===== src/rtl/reg_bus_pkg.sv =====
// reg_bus_pkg: shared types and register-index constants for the register-bus controller.
// Rev 1.0
`default_nettype none

package reg_bus_pkg;

  typedef enum logic [1:0] {
    OP_MOV      = 2'b00,
    OP_LOAD_IMM = 2'b01,
    OP_READ     = 2'b10,
    OP_RSVD     = 2'b11
  } op_t;

  typedef enum logic [2:0] {
    IDLE = 3'd0,
    RD   = 3'd1,
    WR   = 3'd2,
    DONE = 3'd3,
    ERR  = 3'd4
  } state_t;

  // 8080 register encoding; index 6 is the memory operand M
  localparam logic [2:0] REG_B = 3'd0;
  localparam logic [2:0] REG_C = 3'd1;
  localparam logic [2:0] REG_D = 3'd2;
  localparam logic [2:0] REG_E = 3'd3;
  localparam logic [2:0] REG_H = 3'd4;
  localparam logic [2:0] REG_L = 3'd5;
  localparam logic [2:0] REG_M = 3'd6;
  localparam logic [2:0] REG_A = 3'd7;

endpackage

`default_nettype wire


===== src/rtl/reg_bus_onehot.sv =====
// reg_bus_onehot: 3-bit index to one-hot register strobe decoder; the M slot never decodes.
// Rev 1.0
`default_nettype none

module reg_bus_onehot
  import reg_bus_pkg::*;
#(
  parameter int NUM_REGS = 8
) (
  input  logic                en_i,
  input  logic [2:0]          idx_i,
  output logic [NUM_REGS-1:0] onehot_o
);

  for (genvar i = 0; i < NUM_REGS; i++) begin : g_bit
    if (i == int'(REG_M)) begin : g_mem
      assign onehot_o[i] = 1'b0;
    end else begin : g_reg
      assign onehot_o[i] = en_i && (int'(idx_i) == i);
    end
  end

endmodule

`default_nettype wire


===== src/rtl/reg_bus_ctrl.sv =====
// reg_bus_ctrl: sequences one MOV / LOAD_IMM / READ transfer on the shared 8-bit register bus.
// Rev 1.0
`default_nettype none

module reg_bus_ctrl
  import reg_bus_pkg::*;
#(
  parameter int NUM_REGS    = 8,
  parameter int MEM_TIMEOUT = 15
) (
  input  logic                clk50M_i,
  input  logic                rst_ni,
  input  logic                req_i,
  input  logic [1:0]          op_i,
  input  logic [2:0]          src_i,
  input  logic [2:0]          dst_i,
  input  logic [7:0]          imm_i,
  input  logic [7:0]          bus_i,
  output logic [7:0]          bus_drv_o,
  output logic                bus_oe_o,
  output logic [NUM_REGS-1:0] reg_rd_o,
  output logic [NUM_REGS-1:0] reg_wr_o,
  output logic                mem_rd_o,
  output logic                mem_wr_o,
  input  logic                mem_rdy_i,
  output logic                busy_o,
  output logic                done_o,
  output logic                err_o,
  output logic [7:0]          data_o
);

  localparam logic [7:0] TIMEOUT_CNT = 8'(MEM_TIMEOUT);

  state_t     state_q, state_d;
  op_t        op_q, op_d;
  logic [2:0] src_q, src_d, dst_q, dst_d;
  logic [7:0] tmp_q, tmp_d, data_q, data_d, cnt_q, cnt_d;
  logic [7:0] cnt_inc;
  logic       src_mem, dst_mem, req_reject;

  assign src_mem    = (src_q == REG_M);
  assign dst_mem    = (dst_q == REG_M);
  assign cnt_inc    = cnt_q + 8'd1;
  assign req_reject = (op_t'(op_i) == OP_RSVD) ||
                      (op_t'(op_i) == OP_MOV && src_i == REG_M && dst_i == REG_M);

  always_comb begin
    state_d = state_q;
    op_d    = op_q;
    src_d   = src_q;
    dst_d   = dst_q;
    tmp_d   = tmp_q;
    data_d  = data_q;
    cnt_d   = cnt_q;
    case (state_q)
      IDLE: begin
        if (req_i) begin
          op_d  = op_t'(op_i);
          src_d = src_i;
          dst_d = dst_i;
          cnt_d = 8'd0;
          if (req_reject) begin
            state_d = ERR;
          end else if (op_t'(op_i) == OP_LOAD_IMM) begin
            tmp_d   = imm_i;
            state_d = WR;
          end else begin
            state_d = RD;
          end
        end
      end
      RD: begin
        if (!src_mem || mem_rdy_i) begin
          tmp_d = bus_i;
          cnt_d = 8'd0;
          if (op_q == OP_READ) begin
            data_d  = bus_i;
            state_d = DONE;
          end else begin
            state_d = WR;
          end
        end else begin
          cnt_d = cnt_inc;
          if (cnt_inc == TIMEOUT_CNT) state_d = ERR;
        end
      end
      WR: begin
        if (!dst_mem || mem_rdy_i) begin
          if (op_q == OP_MOV) data_d = tmp_q;
          state_d = DONE;
        end else begin
          cnt_d = cnt_inc;
          if (cnt_inc == TIMEOUT_CNT) state_d = ERR;
        end
      end
      DONE:    state_d = IDLE;
      ERR:     state_d = IDLE;
      default: state_d = IDLE;
    endcase
  end

  always_ff @(posedge clk50M_i or negedge rst_ni) begin
    if (!rst_ni) begin
      state_q <= IDLE;
      op_q    <= OP_MOV;
      src_q   <= 3'd0;
      dst_q   <= 3'd0;
      tmp_q   <= 8'h00;
      data_q  <= 8'h00;
      cnt_q   <= 8'd0;
    end else begin
      state_q <= state_d;
      op_q    <= op_d;
      src_q   <= src_d;
      dst_q   <= dst_d;
      tmp_q   <= tmp_d;
      data_q  <= data_d;
      cnt_q   <= cnt_d;
    end
  end

  // Every strobe is a pure decode of the state flops, so the bus has a single driver per state
  reg_bus_onehot #(.NUM_REGS(NUM_REGS)) u_rd_dec (
    .en_i     (state_q == RD && !src_mem),
    .idx_i    (src_q),
    .onehot_o (reg_rd_o)
  );

  reg_bus_onehot #(.NUM_REGS(NUM_REGS)) u_wr_dec (
    .en_i     (state_q == WR && !dst_mem),
    .idx_i    (dst_q),
    .onehot_o (reg_wr_o)
  );

  assign mem_rd_o  = (state_q == RD) && src_mem;
  assign mem_wr_o  = (state_q == WR) && dst_mem;
  assign bus_oe_o  = (state_q == WR);
  assign bus_drv_o = (state_q == WR) ? tmp_q : 8'h00;
  assign busy_o    = (state_q != IDLE);
  assign done_o    = (state_q == DONE);
  assign err_o     = (state_q == ERR);
  assign data_o    = data_q;

endmodule

`default_nettype wire


===== config.mk =====
export PLATFORM = sky130hd
export DESIGN_NAME = reg_bus_ctrl
export DESIGN_NICKNAME = d
export VERILOG_FILES = /design/src/rtl/reg_bus_pkg.sv /design/src/rtl/reg_bus_onehot.sv /design/src/rtl/reg_bus_ctrl.sv
export SDC_FILE = /design/constraint.sdc
export NUM_CORES = 1
export LEC_CHECK = 0
export ABC_AREA = 1
export CORE_ASPECT_RATIO = 1.2
export CORE_MARGIN = 2
export CORE_UTILIZATION = 35
export CTS_CLUSTER_DIAMETER = 40
export DETAILED_ROUTE_END_ITERATION = 8
export HOLD_SLACK_MARGIN = 0.05
export PLACE_DENSITY = 0.67
export SYNTH_ARGS = -nofsm -noshare
export SYNTH_HDL_FRONTEND = slang
export SYNTH_SLANG_ARGS = --single-unit

===== constraint.sdc =====
create_clock -name clk50M_i -period 1.9 [get_ports clk50M_i]
set_input_delay 0.57 -clock clk50M_i [delete_from_list [all_inputs] [get_ports clk50M_i]]
set_output_delay 0.57 -clock clk50M_i [all_outputs]
set_load 0.01 [all_outputs]

Word-level counts from Yosys, hierarchy flattened

Index checks and enable logic that the tools add are counted.

Input bits: 28
ROM bits: 0
Bits in writable memories: 0
Register bits: 35
Memories: 0
Word-level logic and storage cells: 101
Output and inout bits: 38
Latch bits: 0

Order comparisons: 0
Reductions and logical operators: 38
Bitwise logic cells: 0
Divide/modulo/power cells: 0
Multipliers: 0
Shifts and indexed selects: 0
Add/subtract/negate cells: 1
Equal/unequal tests: 32
Muxes and demuxes: 23

Operators with widths:

| kind                | count |
|---|---|
| $mux 8              | 12 |
| $eq 3x3->1 const B  | 13 |
| $pmux 8 s2          | 2 |
| $pmux 8 s3          | 1 |
| $logic_and 1x1->1   | 20 |
| $mux 3              | 5 |
| $eq 3x2->1 const B  | 4 |
| $ne 2x2->1 const B  | 6 |
| $reduce_and 5->1    | 2 |
| $eq 3x1->1 const B  | 3 |
| $logic_not 3->1     | 3 |
| $pmux 3 s3          | 1 |
| $add 8x1->8 const B | 1 |
| $eq 8x4->1 const B  | 1 |
| $reduce_bool 3->1   | 2 |
| $eq 2x2->1 const B  | 2 |
| $logic_not 2->1     | 2 |
| $ne 2x1->1 const B  | 2 |
| $reduce_bool 2->1   | 2 |
| $logic_or 1x1->1    | 3 |
| $reduce_and 3->1    | 1 |
| $eq 2x1->1 const B  | 1 |
| $logic_not 1->1     | 2 |
| $mux 2              | 1 |
| other kinds (2)     | 2 |

Longest topological paths before layout

Depth in word-level cells: 7
Depth in mapped cells: 10
Mapped depth without buffers: 10

Modules after synthesis

From an unflattened synthesis, not the netlist that was laid out.

Cell total of the unflattened synthesis: 306
Area, all modules: 2215.9 um2

Modules (own cells, without submodules):

| module         | cells each | area an instance (um2) | sequential area each (um2) | instances |
|---|---|---|---|---|
| reg_bus_ctrl   | 270        | 2068.2                 | 875.8                      | 1 |
| reg_bus_onehot | 18         | 73.8                   | 0.0                        | 2 |

Worst setup path before layout

Ideal clock, no wire load.

Path type: reg2out
Start: register state_q[0]
End: output reg_wr_o[0]
Stages on the path, launching flop included: 7
Arrival time: 1.275 ns
Required time: 1.330 ns
Slack: 0.055 ns
Path buffers: 1
Cell sequence: dfrtp_1 > inv_2 > nand3_4 > inv_2 > buf_2 > nand2_1 > nor3_1

Cells in the longest elaborated chain, start to end: 3

RTL lines:

| item                   | line                 | text |
|---|---|---|
| from (decl)            | reg_bus_ctrl.sv:34   | `state_t state_q, state_d;` |
| from (signal assigned) | reg_bus_ctrl.sv:112  | `state_q <= state_d;` |
| $eq 3x2->1             | n/a                  |  |
| via bus_oe_o           | reg_bus_ctrl.sv:20   | `output logic bus_oe_o,` |
| $logic_and 1x1->1      | reg_bus_ctrl.sv:130  | `.en_i (state_q == WR && !dst_mem),` |
| $logic_and 1x1->1      | reg_bus_onehot.sv:19 | `assign onehot_o[i] = en_i && (int'(idx_i) == i);` |
| to (decl)              | reg_bus_ctrl.sv:22   | `output logic [NUM_REGS-1:0] reg_wr_o,` |

The timed path passes the listed nets, and every way through them passes these cells.

Worst setup path in the final report

Start: register state_q[2]
End: output reg_rd_o[4]

Cells in the longest elaborated chain, start to end: 3

RTL lines:

| item              | line                 | text |
|---|---|---|
| $eq 3x1->1        | reg_bus_ctrl.sv:124  | `.en_i (state_q == RD && !src_mem),` |
| $logic_and 1x1->1 | reg_bus_ctrl.sv:124  |  |
| $logic_and 1x1->1 | reg_bus_onehot.sv:19 |  |
| to (decl)         | reg_bus_ctrl.sv:21   | `output logic [NUM_REGS-1:0] reg_rd_o,` |

No other way between the ends.

==> flow_summary.toml <==
[die]
pin_count = 66
fp.dieArea_um2 = 7020
row_count = 31
die_h_um = 91.4
chipWidth_um = 76.8
initial_utilization_pct = 36.6
coreArea_um2 = 6090

[worst_setup_path]
r2r_start = "state_q[0]"
ff2ff_path_depth = 9
setup.worst_path.end_class = "primary output"
worst_ep_required_time_ns = 1.33
timing.setup.critical_path_class = "reg2out"
ff2ff_setup_slack_ns = 0.18
crit_path_start_kind = "flip-flop"
worstPathMaxFanout = 3
rr_endpoint = "data_o[0]"
critical_path_arrival_ns = 1.39

[route]
drcViolationCount = 0
maxUsedRoutingLayer = "met4"
detailedRoute.firstPassIterationCount = 6
met3WireLength_um = 177
routed-wl-met2_um = 2930
totalWireLength_um = 5580
viasPerCell = 4.62
drt-wirelength-per-cell_um = 11.7
drt_iter0_drc = 113
num_vias = 2194
route.antenna.remaining_nets = 0
wirelength_met1_um = 2410

[logic_synthesis]
yosys.area.top_type_share_pct = 39.3
synth_cell_type_count = 37
syn-cell-area_um2 = 2230
post-synth-top-area-cell = "sky130_fd_sc_hd__dfrtp_1"
synth_seq_cells = 35
synth_area_per_cell_um2 = 7.42
leading_cell_types_by_total_area_after_synthesis = "sky130_fd_sc_hd__dfrtp_1, sky130_fd_sc_hd__nand2_1, sky130_fd_sc_hd__nor2_1, sky130_fd_sc_hd__inv_1, sky130_fd_sc_hd__nand3_1"
number_of_warnings_reported_in_the_yosys_synthesis_log = 0
synthesized_instance_count = 300
yosysSeqAreaShare_pct = 39.3

[sta]
setup_viol = 4
max_clock_freq_mhz = 510
tns_ns = -0.166
final_hold_vios = 0
rsz0062_at_grt = "yes"
final_critical_path_required_period_ns = 1.96
final_min_period_over_clock_period_pct = 103
holdWs_ns = 0.473
timing.final.max_slew_violations = 0
clock-skew-final_ns = 0.00690
final.setup.worst_slack_ns = -0.0616

[clock_network]
cts_root_buf = "sky130_fd_sc_hd__clkbuf_8"
clock_sinks = 35
htree_num_levels = 2
clkSlewWorstSetupHoldPaths_ns = 0.08
clock_insertion_delay_worst_skew_ns = 0.29
clk_path_buf_depth = 2
tritoncts = "done"
cts_made_buffers = 5

[outcome]
violations = "setup timing"
result_of_the_run = "finished, violations left"

[pwr]
irDropWorstVdd_mv = 0.643
leakagePower_nw = 1.59
powerDensity_nw_per_um2 = 1470

[final_layout]
fillCellCount = 582
stdcell_area_um2 = 3240
antenna-diode-count = 0
multiInputGateArea_um2 = 1200
layout.area.seq_um2 = 877
design.final.nets = 422
growth_of_design_area_from_synthesis_to_finish_pct = 45.6
fin_cells = 475
drive_gt1_share_pct = 30.3

[global_route]
first_global_vias = 2148
antenna_violations_before_repair = 0
grt_use_total_pct = 16.4
grt_overflow = 0
grt_max_degree = 36
wire_length_of_the_first_global_routing_pass_um = 9390

[worst_hold_path]
worst_hold_startpoint = "data_o[6]"
worst_hold_path.num_cells = 2
timing.hold.worst.class = "reg2reg"
hold-path-endpoint = "data_o[6]"

[placed_design]
placement.setup.worst_slack_ns = -0.188
finalWeightedCongestion = 0.839
place.port_buffers = 63
post-place-cells = 461
dpl_cell_area_um2 = 3100
detailedPlacementHpwl_um = 4220

[job]
cap_violations = 0
==> where the power goes <==
| group | internal [mW] | switching (mW) | total, mW |
|---|---|---|---|
| sequential | 1.04 | 0.179 | 1.21 |
| clock | 0.391 | 0.294 | 0.685 |
| combinational | 1.26 | 1.62 | 2.88 |
| total | 2.69 | 2.09 | 4.78 |
==> synthesized netlist by cell type, drive strengths merged <==
cell    count
nand2      90
a21oi       5
nor2       38
o22ai       1
dfrtp      35
a31oi       1
inv        41
buf        10
xor2        1
a22o        1
nor3        9
nand4       2
conb        1
nor3b       1
ha          2
or2         1
nand3      22
o21bai      6
o21ai      33
==> worst max path at each step <==
stage	slack (ns)	start	depth (start not counted)	end
after floorplan	0.06	state_q[0]	6	reg_wr_o[0]
after global placement	-0.10	state_q[2]	6	reg_wr_o[0]
after detailed placement	-0.19	state_q[2]	6	reg_wr_o[2]
after CTS	-0.07	state_q[2]	6	bus_drv_o[7]
after global routing	-0.12	state_q[2]	7	reg_rd_o[0]
final	-0.06	state_q[2]	7	reg_rd_o[4]
==> layout by cell type, fill, tap and decap left out, types with 2 or more instances in the layout <==
cell type	instances
sky130_fd_sc_hd__o21bai_1	6
sky130_fd_sc_hd__buf_6	4
sky130_fd_sc_hd__clkbuf_8	5
sky130_fd_sc_hd__nand2_2	6
sky130_fd_sc_hd__nand3_4	3
sky130_fd_sc_hd__nor2_2	6
sky130_fd_sc_hd__dfrtp_1	34
sky130_fd_sc_hd__o21ai_1	7
sky130_fd_sc_hd__nand2_4	3
sky130_fd_sc_hd__a21oi_1	4
sky130_fd_sc_hd__nand2_1	81
sky130_fd_sc_hd__nor3_2	5
sky130_fd_sc_hd__ha_1	2
sky130_fd_sc_hd__clkbuf_2	2
sky130_fd_sc_hd__buf_12	3
sky130_fd_sc_hd__o21ai_2	9
sky130_fd_sc_hd__clkdlybuf4s50_1	35
sky130_fd_sc_hd__inv_4	2
sky130_fd_sc_hd__o21ai_0	16
sky130_fd_sc_hd__nand4_1	2
sky130_fd_sc_hd__nor2_1	25
sky130_fd_sc_hd__nor3_1	3
sky130_fd_sc_hd__nand3_1	19
sky130_fd_sc_hd__buf_4	26
sky130_fd_sc_hd__buf_2	23
sky130_fd_sc_hd__inv_1	32
sky130_fd_sc_hd__nor2_4	6
sky130_fd_sc_hd__inv_2	7
sky130_fd_sc_hd__conb_1	2
==> per-layer routing <==
layer | up-vias | GRT usage, %
li1 | 1129 | -
met1 | 1021 | 19.5
met2 | 39 | 29.2
met3 | 5 | 3.38
met4 | 0 | 5.30
met5 | - | 0
==> final cells by class <==
type	instances	area share, %
clock buffer	5	2.12
sequential	35	27.1
timing repair buffer	94	24.2
clock inverter	3	1.35
multi-input combinational	215	37.1
tap	82	3.17
inverter	41	4.90
==> state kept, by name, indices dropped and copies added (netlist names) <==
signal   flops
cnt_q        8
data_o       8
dst_q        3
op_q         2
src_q        3
state_q      3
tmp_q        8
==> metrics by stage <==
| step | power (mW) | util (%) |
|---|---|---|
| after global placement | 3.95 | 50.9 |
| final | 4.78 | 53.2 |
| after floorplan | 2.87 | - |
| after CTS | 4.71 | 52.6 |
| after detailed placement | 3.98 | 50.9 |
| after global routing | 5.15 | 53.2 |
==> what timing repair did <==
item	4_1_cts	5_1_grt
buffers inserted	6	0
pin swaps	1	1
hold buffers	0	0
endpoints found under the setup margin	28	23
gates resized for setup	121	17
==> critical path: stages (launching register included) <==
cell and delay (ns):
sky130_fd_sc_hd__dfrtp_1 0.39, sky130_fd_sc_hd__inv_2 0.10, sky130_fd_sc_hd__buf_6 0.11, sky130_fd_sc_hd__nand3_4 0.07
sky130_fd_sc_hd__inv_4 0.08, sky130_fd_sc_hd__nand2_4 0.05, sky130_fd_sc_hd__nor3_2 0.15, sky130_fd_sc_hd__buf_2 0.15
==> kinds of logic after synthesis <==
| family | synth area share, % |
|---|---|
| compound gates | 14.1 |
| xor+xnor | 0.394 |
| fa+ha+maj | 1.12 |
| buf+inv | 10.9 |
| flops | 39.3 |
| other cells | 0.168 |
| simple gates | 34.0 |
(Power assumes the default switching activity.)
